### src/rtl/master.sv
// AHB-Lite bus master: two-stage address/data pipeline driven by a
// simple application request port, with INCR/WRAP burst addressing.
module master (
  input  logic        HCLK,
  input  logic        HRESETn,
  input  logic        start,
  input  logic [1:0]  ATRANS,
  input  logic        Burst,
  input  logic [31:0] AADDR,
  input  logic        AWRITE,
  input  logic [31:0] AWDATA,
  input  logic [2:0]  ASIZE,
  input  logic [2:0]  ABURST,
  output logic        hold,
  output logic [31:0] ARDATA,
  input  logic        HREADY,
  input  logic        HRESP,
  input  logic [31:0] HRDATA,
  output logic [31:0] HADDR,
  output logic [31:0] HWDATA,
  output logic        HWRITE,
  output logic [2:0]  HSIZE,
  output logic [2:0]  HBURST,
  output logic [3:0]  HPROT,
  output logic [1:0]  HTRANS,
  output logic        HMASTLOCK
);

  localparam logic [1:0] T_IDLE   = 2'b00;
  localparam logic [1:0] T_BUSY   = 2'b01;
  localparam logic [1:0] T_NONSEQ = 2'b10;
  localparam logic [1:0] T_SEQ    = 2'b11;

  localparam logic [1:0] A_IDLE   = 2'd0;
  localparam logic [1:0] A_NONSEQ = 2'd1;
  localparam logic [1:0] A_SEQ    = 2'd2;
  localparam logic [1:0] A_BUSY   = 2'd3;

  logic [31:0] wdata_q;
  logic        d_active;
  logic        d_write;

  logic [1:0]  trans_nxt;
  logic [31:0] incr;
  logic [31:0] wrap_mask;
  logic [31:0] seq_addr;
  logic [31:0] addr_nxt;
  logic        wrap;

  assign HPROT     = 4'b0011;
  assign HMASTLOCK = 1'b0;
  assign hold      = ~HRESETn & ~HREADY;

  always_comb begin
    trans_nxt = T_IDLE;
    if (start) begin
      unique case (ATRANS)
        A_IDLE:   trans_nxt = T_IDLE;
        A_NONSEQ: trans_nxt = T_NONSEQ;
        A_SEQ:    trans_nxt = T_SEQ;
        A_BUSY:   trans_nxt = T_BUSY;
        default:  trans_nxt = T_IDLE;
      endcase
    end
  end

  // Wrap block is beats * transfer size bytes, naturally aligned.
  always_comb begin
    incr      = 32'd1 << HSIZE;
    wrap      = 1'b1;
    wrap_mask = 32'd0;
    unique case (ABURST)
      3'd2:    wrap_mask = (32'd4 << HSIZE) - 32'd1;
      3'd4:    wrap_mask = (32'd8 << HSIZE) - 32'd1;
      3'd6:    wrap_mask = (32'd16 << HSIZE) - 32'd1;
      default: wrap      = 1'b0;
    endcase
    if (wrap)
      seq_addr = (HADDR & ~wrap_mask) | ((HADDR + incr) & wrap_mask);
    else
      seq_addr = HADDR + incr;
  end

  // BUSY inside a burst parks the address until the next SEQ.
  always_comb begin
    addr_nxt = AADDR;
    if (start && Burst && ATRANS == A_SEQ)
      addr_nxt = seq_addr;
    else if (start && Burst && ATRANS == A_BUSY)
      addr_nxt = HADDR;
  end

  always_ff @(posedge HCLK) begin
    if (HRESETn) begin
      HADDR    <= 32'd0;
      HTRANS   <= T_IDLE;
      HWRITE   <= 1'b0;
      HSIZE    <= 3'd0;
      HBURST   <= 3'd0;
      wdata_q  <= 32'd0;
      d_active <= 1'b0;
      d_write  <= 1'b0;
      HWDATA   <= 32'd0;
      ARDATA   <= 32'd0;
    end else if (HRESP && !HREADY) begin
      HTRANS   <= T_IDLE;
      d_active <= 1'b0;
    end else if (HREADY) begin
      if (d_active && !d_write)
        ARDATA <= HRDATA;
      HADDR    <= addr_nxt;
      HTRANS   <= trans_nxt;
      HWRITE   <= AWRITE;
      HSIZE    <= ASIZE;
      HBURST   <= ABURST;
      wdata_q  <= AWDATA;
      d_active <= (HTRANS == T_NONSEQ) || (HTRANS == T_SEQ);
      d_write  <= HWRITE;
      if (((HTRANS == T_NONSEQ) || (HTRANS == T_SEQ)) && HWRITE)
        HWDATA <= wdata_q;
    end
  end

endmodule

### config.mk
export PLATFORM = sky130hd
export DESIGN_NAME = master
export DESIGN_NICKNAME = d
export VERILOG_FILES = /design/src/rtl/master.sv
export SDC_FILE = /design/constraint.sdc
export NUM_CORES = 1
export LEC_CHECK = 0
export ABC_CLOCK_PERIOD_IN_PS = 6900
export CAP_MARGIN = 20
export CORE_MARGIN = 1
export CORE_UTILIZATION = 50
export CTS_CLUSTER_SIZE = 10
export DETAILED_ROUTE_END_ITERATION = 8
export HOLD_SLACK_MARGIN = 0.03
export PLACE_DENSITY = 0.93
export SYNTH_ARGS = -nofsm -noshare
export SYNTH_HDL_FRONTEND = slang
export SYNTH_SLANG_ARGS = --single-unit
### constraint.sdc
create_clock -name HCLK -period 6.9 [get_ports HCLK]
set_input_delay 1.725 -clock HCLK [delete_from_list [all_inputs] [get_ports HCLK]]
set_output_delay 1.725 -clock HCLK [all_outputs]
set_load 0.01 [all_outputs]
# Word level (Yosys, flattened, before mapping)
# Cells that the tools add are included.
# op_classes
addsub	4
eq_ne	9
shifts	4
muxes	7
bitwise	8
n_reduce_logical	16
# op_table
op	n
two-way mux 32 bit	3
one-hot mux 32 bit (3 select lines)	1
subtractor 32 x 1 -> 32 bit (second input constant)	3
AND 32 bit	2
adder 32 bit	1
NOT 32 bit	1
bitwise OR 32 bit	1
<< shifter 1 x 3 -> 32 bit (first input constant)	1
<< shifter 3 x 3 -> 32 bit (first input constant)	1
<< shifter 4 x 3 -> 32 bit (first input constant)	1
<< shifter 5 x 3 -> 32 bit (first input constant)	1
AND reduction 3 bit	3
== test 2 bit (second input constant)	4
one-hot mux 2 bit (4 select lines)	1
== test 3 bit (second input constant)	2
logical AND 1 bit	6
== test 3 x 2 -> 1 bit (second input constant)	1
NOT 1 bit	3
OR reduction 3 bit	1
== test 2 x 1 -> 1 bit (second input constant)	1
logical NOT 1 bit	2
logical NOT 2 bit	1
two-way mux 2 bit	1
inequality test 2 bit (second input constant)	1
5 further kinds	5
# totals
regBits	139
input_bits	111
out_inout_bits	111
word_cells	58

# Depth between registers and ports, before layout
# Gate-level depths: netlist of the first run.
# depth
word_depth	8
mapped_depth	13
depth_no_buf	11

# Worst setup path before layout of the first run
# No wires, ideal clock.
# synth_path
path_kind	input-to-output
startpoint	in HRESETn
endpoint	out hold
arrival_ns	2.664
t_required_ns	5.175
slack_ns	2.511
path_stages	4
n_path_buf	3
path_cell_list	clkbuf_1 -> clkbuf_1 -> buf_1 -> nor2_1
# synth_between
elab_chain_len	2
# synth_lines
element	line	source
start, declared	5	input logic HRESETn,
NOT 1 bit	52	assign hold = ~HRESETn & ~HREADY;
AND 1 bit	52	
end, declared	14	output logic hold,
# Every way passes these cells.

# Worst setup path after layout of the first run
# Same ends and word-level chain as after synthesis.

==> results of run 1 <==
-- cells in the final DEF (no fill, tap or decap), types with 19 or more instances in the layout --
| master | netlist | routed |
|---|---|---|
| clkdlybuf4s50_1 | 0 | 214 |
| nand2_1 | 174 | 174 |
| dfxtp_1 | 139 | 139 |
| a21oi_1 | 96 | 96 |
| nor2_1 | 69 | 68 |
| mux2i_1 | 42 | 42 |
| nand3_1 | 26 | 26 |
| nor3_1 | 20 | 20 |
| and3_1 | 19 | 19 |
-- worst max-delay path: stages --
cell and delay (ns):
buf_4 0.42, nor2_1 0.07, clkdlybuf4s50_1 0.50
-- power by group --
group	switching, mW	internal, mW	total [mW]
sequential	0.0315	0.831	0.862
combinational	0.121	0.134	0.255
clock	0.354	0.554	0.908
-- routing by layer --
layer | GRT usage | routed length [um]
met1 | 0.351 | 7830
met3 | 0.104 | 2190
met2 | 0.509 | 10300
met4 | 0.133 | 586
met5 | 0 | 13
-- cells by family after synthesis --
group,count (synthesis)
DFF,139
AOI/OAI and AO/OA,191
adders and majority gates,13
xor gates and xnor gates,5
buffers and inverters,76
other,2
muxes,43
and+or+nand+nor,369
-- through the flow --
step | cell area (um2) | utilization | power, mW | setup WS (ns)
after floorplan | 6670 | - | 0.997 | 2.51
after global placement | 8840 | 0.689 | 1.12 | 2.32
after detailed placement | 8840 | 0.689 | 1.13 | 2.27
after CTS | 9430 | 0.735 | 2.03 | 2.44
after global routing | 9430 | 0.735 | 2.10 | 2.39
final | 9430 | 0.735 | 2.02 | 2.43
-- final cells by class --
type                            count  area [um2]
Inverter                           14        52.6
Clock inverter                     12         138
Fill cell                         917        3390
Sequential cell                   139        2780
Timing Repair Buffer              224        2210
Multi-Input combinational cell    626        3570
Clock buffer                       20         457
Tap cell                          172         215
-- worst paths after layout --
| path | from | to | slack [ns] |
|---|---|---|---|
| max | HRESETn | hold | 2.43 |
| min | ARDATA[28] | ARDATA[28] | 0.45 |
| max reg2reg | HSIZE[0] | register | 3.61 |
| min reg2reg | ARDATA[28] | ARDATA[28] | 0.45 |
==> metrics, run 1 <==
DRT Wirelength=20,900 um; post-synthesis instance area=6660 um2; Clock Skew=0.00645 ns; Synth area leaders=dfxtp_1, nand2_1, a21oi_1, mux2i_1, nor2_1; hpwl dp=14,100 um; Max Slew Vio Count=0; area share of the largest cell type after synthesis=0.418; DR iter-0 viols=786; first-pass GRT wire length=33,500 um; count leader, synth=nand2_1; post-synthesis mux area share=0.0648; Reg2Reg Depth=10; relative slew slack=0.371; hold buffer count at cts=0; layout cells sized above 1=0.0580; Ports=222; Avg Cell Area, Syn=7.95 um2; fmax=224 MHz; startpoint types=input pin; CP endpoint kind=output pin; die area=13,800 um2; most instantiated cells after synthesis=nand2_1, dfxtp_1, a21oi_1, nor2_1; critical path type=input pin to output pin; hold path cells=2; Reg clk slew, reported paths=0.06 ns; htree depth=4; final hold vios=0; wire length per cell=17.3 um; area leader, netlist=dfxtp_1; clock root buffer=clkbuf_16; Synth Area in Compound Gates=0.180; setup TNS=0 ns; status=finished clean; first drt pass iteration count=6; number of diodes=0; # setup viols final=0; number of synthesized register bits=139; cell count after synthesis=838; Hold Crit Class=register to register; VDD IR max=0.228 mV; Buffers on Ports=216; pwr/cell area=215 nW/um2; main combinational cell family by area after synthesis=simple AND/OR/NAND/NOR gates; XOR/XNOR Fraction of Synth Area=0.00657; Resized Gates After CTS=0; CP Data Arrival Time=2.75 ns; minimum clock period=4.47 ns; period utilization=0.648; final hold slack=0.450 ns; Seq/Total Area, Yosys=0.418; YS warnings=0; largest net degree at the start of global routing=92; RePlAce Congestion=0.959; Starting Density=0.519; Final Net Count=1,146; placed insts=1,175; CTS tree=built; Adder-Cell Fraction of Synth Area=0.0255; ys flop type=dfxtp_1; postcts setup bufs=0; initial antenna violation count=1; core area=12,800 um2; Area Growth Syn to Fin=41.6%; crit path max fanout=45; simple logic cell fraction of the synthesized area=0.256; LEAKAGE=3.48 nW; Max-cap violations=0; Antenna Violating Nets Remaining=0; Die H=117 um; CTS Buf Count=17; CTS Sinks=139; Vias=6,942; Vias/cell=5.75; Post-synth EDFFs=0; Layout Cells excl Fill=1,207; DRC viols=0; Synth cell types=71; total track usage=0.304; RSZ-0062 raised after global routing=false; Critical Path RT=5.18 ns; share of flip-flops with an asynchronous set or reset=0; GRT overflow=0; Placement Rows=41; Die Wd=117 um; clock tree buffer depth=2; worst slew pin tran=0.943 ns; number of global-route vias before repair=6,639; latest clock arrival within the worst-skew pair=0.42 ns
Power figures use the tool's default switching activity.
==> run 2: changes to the inputs <==
==> config.mk (replaced) <==
export PLATFORM = sky130hd
export DESIGN_NAME = master
export DESIGN_NICKNAME = d
export VERILOG_FILES = /design/src/rtl/master.sv
export SDC_FILE = /design/constraint.sdc
export NUM_CORES = 1
export LEC_CHECK = 0
export ABC_CLOCK_PERIOD_IN_PS = 4100
export CAP_MARGIN = 20
export CORE_MARGIN = 1
export CORE_UTILIZATION = 42
export CTS_CLUSTER_SIZE = 10
export DETAILED_ROUTE_END_ITERATION = 8
export HOLD_SLACK_MARGIN = 0.03
export PLACE_DENSITY = 0.84
export SYNTH_ARGS = -nofsm -noshare
export SYNTH_HDL_FRONTEND = slang
export SYNTH_SLANG_ARGS = --single-unit
==> constraint.sdc (replaced) <==
create_clock -name HCLK -period 4.1 [get_ports HCLK]
set_input_delay 1.025 -clock HCLK [delete_from_list [all_inputs] [get_ports HCLK]]
set_output_delay 1.025 -clock HCLK [all_outputs]
set_load 0.01 [all_outputs]
==> metrics, run 2 (synthesized netlist as in run 1, its figures left out) <==
status=finished clean; DRC viols=0; # setup viols final=0; initial antenna violation count=0; startpoint types=input pin; fmax=292 MHz; Hold Crit Class=register to register; clock tree buffer depth=2; DR iter-0 viols=620; core area=15,300 um2; Final Net Count=1,154; CTS Buf Count=17; htree depth=4; CTS tree=built; number of global-route vias before repair=6,492; VDD IR max=0.256 mV; minimum clock period=3.42 ns; commonest non-fill, non-tap cells in the layout=clkdlybuf4s50_1, nand2_1, dfxtp_1; RePlAce Congestion=0.893; DRT Wirelength=20,700 um; CP dominant cell by count=nand2_1; postcts setup bufs=0; critical path, cell by cell=clkdlybuf4s50_1 > nand2b_1 > nand2_1 > nand2_1 > nand2_1 > ha_1 > o211a_1 > o211ai_1 > or4_1 > a31oi_1; clock root buffer=clkbuf_16; total track usage=0.255; Max Slew Vio Count=0; CTS Sinks=139; Reg clk slew, reported paths=0.07 ns; crit path max fanout=10; worst path bufs/invs=1; commonest non-fill, non-tap cell in the layout=clkdlybuf4s50_1; Antenna Violating Nets Remaining=0; period utilization=0.835; setup TNS=0 ns; latest clock arrival within the worst-skew pair=0.42 ns; Area Growth Syn to Fin=42.9%; Ports=222; critical path type=input pin to register; Die H=128 um; fillers=1,350; Critical Path RT=4.44 ns; Clock Skew=0.0114 ns; family with the most delay on the worst path=simple AND/OR/NAND/NOR gates; RSZ-0062 raised after global routing=false; CP endpoint kind=register; slowest cell delay on critical path=0.61 ns; Worst path slowest cell=clkdlybuf4s50_1; Starting Density=0.435; LEAKAGE=3.51 nW; first-pass GRT wire length=32,900 um; Max-cap violations=0; total power=3.38 mW; relative slew slack=0.495; wire length per cell=16.5 um; Die Wd=128 um; Placement Rows=45; Buffers on Ports=216; die area=16,400 um2; Resized Gates After CTS=0; GRT overflow=0; number of diodes=0; layout cells sized above 1=0.0662; hpwl dp=14,400 um; Vias/cell=5.49; largest net degree at the start of global routing=69; worst slew pin tran=0.757 ns; Vias=6,890; final hold vios=0; CP Data Arrival Time=3.77 ns; first drt pass iteration count=5; pwr/cell area=355 nW/um2; hold buffer count at cts=0
==> run 2: worst paths after layout <==
check                                  from  cells after the start          to  slack (ns)
worst min register to register  wdata_q[23]                      2  HWDATA[23]        0.45
worst max register to register     HSIZE[2]                     10    register        0.83
worst max-delay path              ABURST[2]                     10    register        0.68
worst min-delay path            wdata_q[23]                      2  HWDATA[23]        0.45
==> run 2: layout make-up <==
class,instances,area (um2),area share
Sequential cell,139,2780,0.292
Inverter,14,52.6,0.00552
Timing Repair Buffer,232,2270,0.239
Multi-Input combinational cell,626,3570,0.375
Tap cell,211,264,0.0277
Clock buffer,17,425,0.0447
Clock inverter,15,146,0.0154
==> run 2: per-layer routing <==
layer  up-vias  track usage  wire, um
li1       3332            -         -
met1      3201        0.316      8680
met2       309        0.402      9570
met3        48       0.0780      1810
met4         0        0.127       643
met5         -            0         0
==> run 2: per-stage QoR <==
stage,cells,setup WS [ns],hold slack (ns),instance area [um2],util
after floorplan,841,1.08,0.431,6670,-
after global placement,1222,0.415,0.435,8950,0.584
final,1254,0.675,0.449,9520,0.621
after detailed placement,1222,0.346,0.441,8950,0.584
after CTS,1254,0.779,0.450,9520,0.621
after global routing,1254,0.510,0.475,9520,0.621
==> run 2: power breakdown <==
group	total [mW]	leakage [nW]	internal (mW)	switching, mW
registers	1.45	1.13	1.40	0.0488
clock network	1.50	0.282	0.810	0.688
logic	0.434	2.10	0.229	0.205
==> run 2: tightest hold or removal path, stage by stage (launching register included) <==
cell and delay (ns):
dfxtp_1 0.31, nand2_1 0.05, a21oi_1 0.05
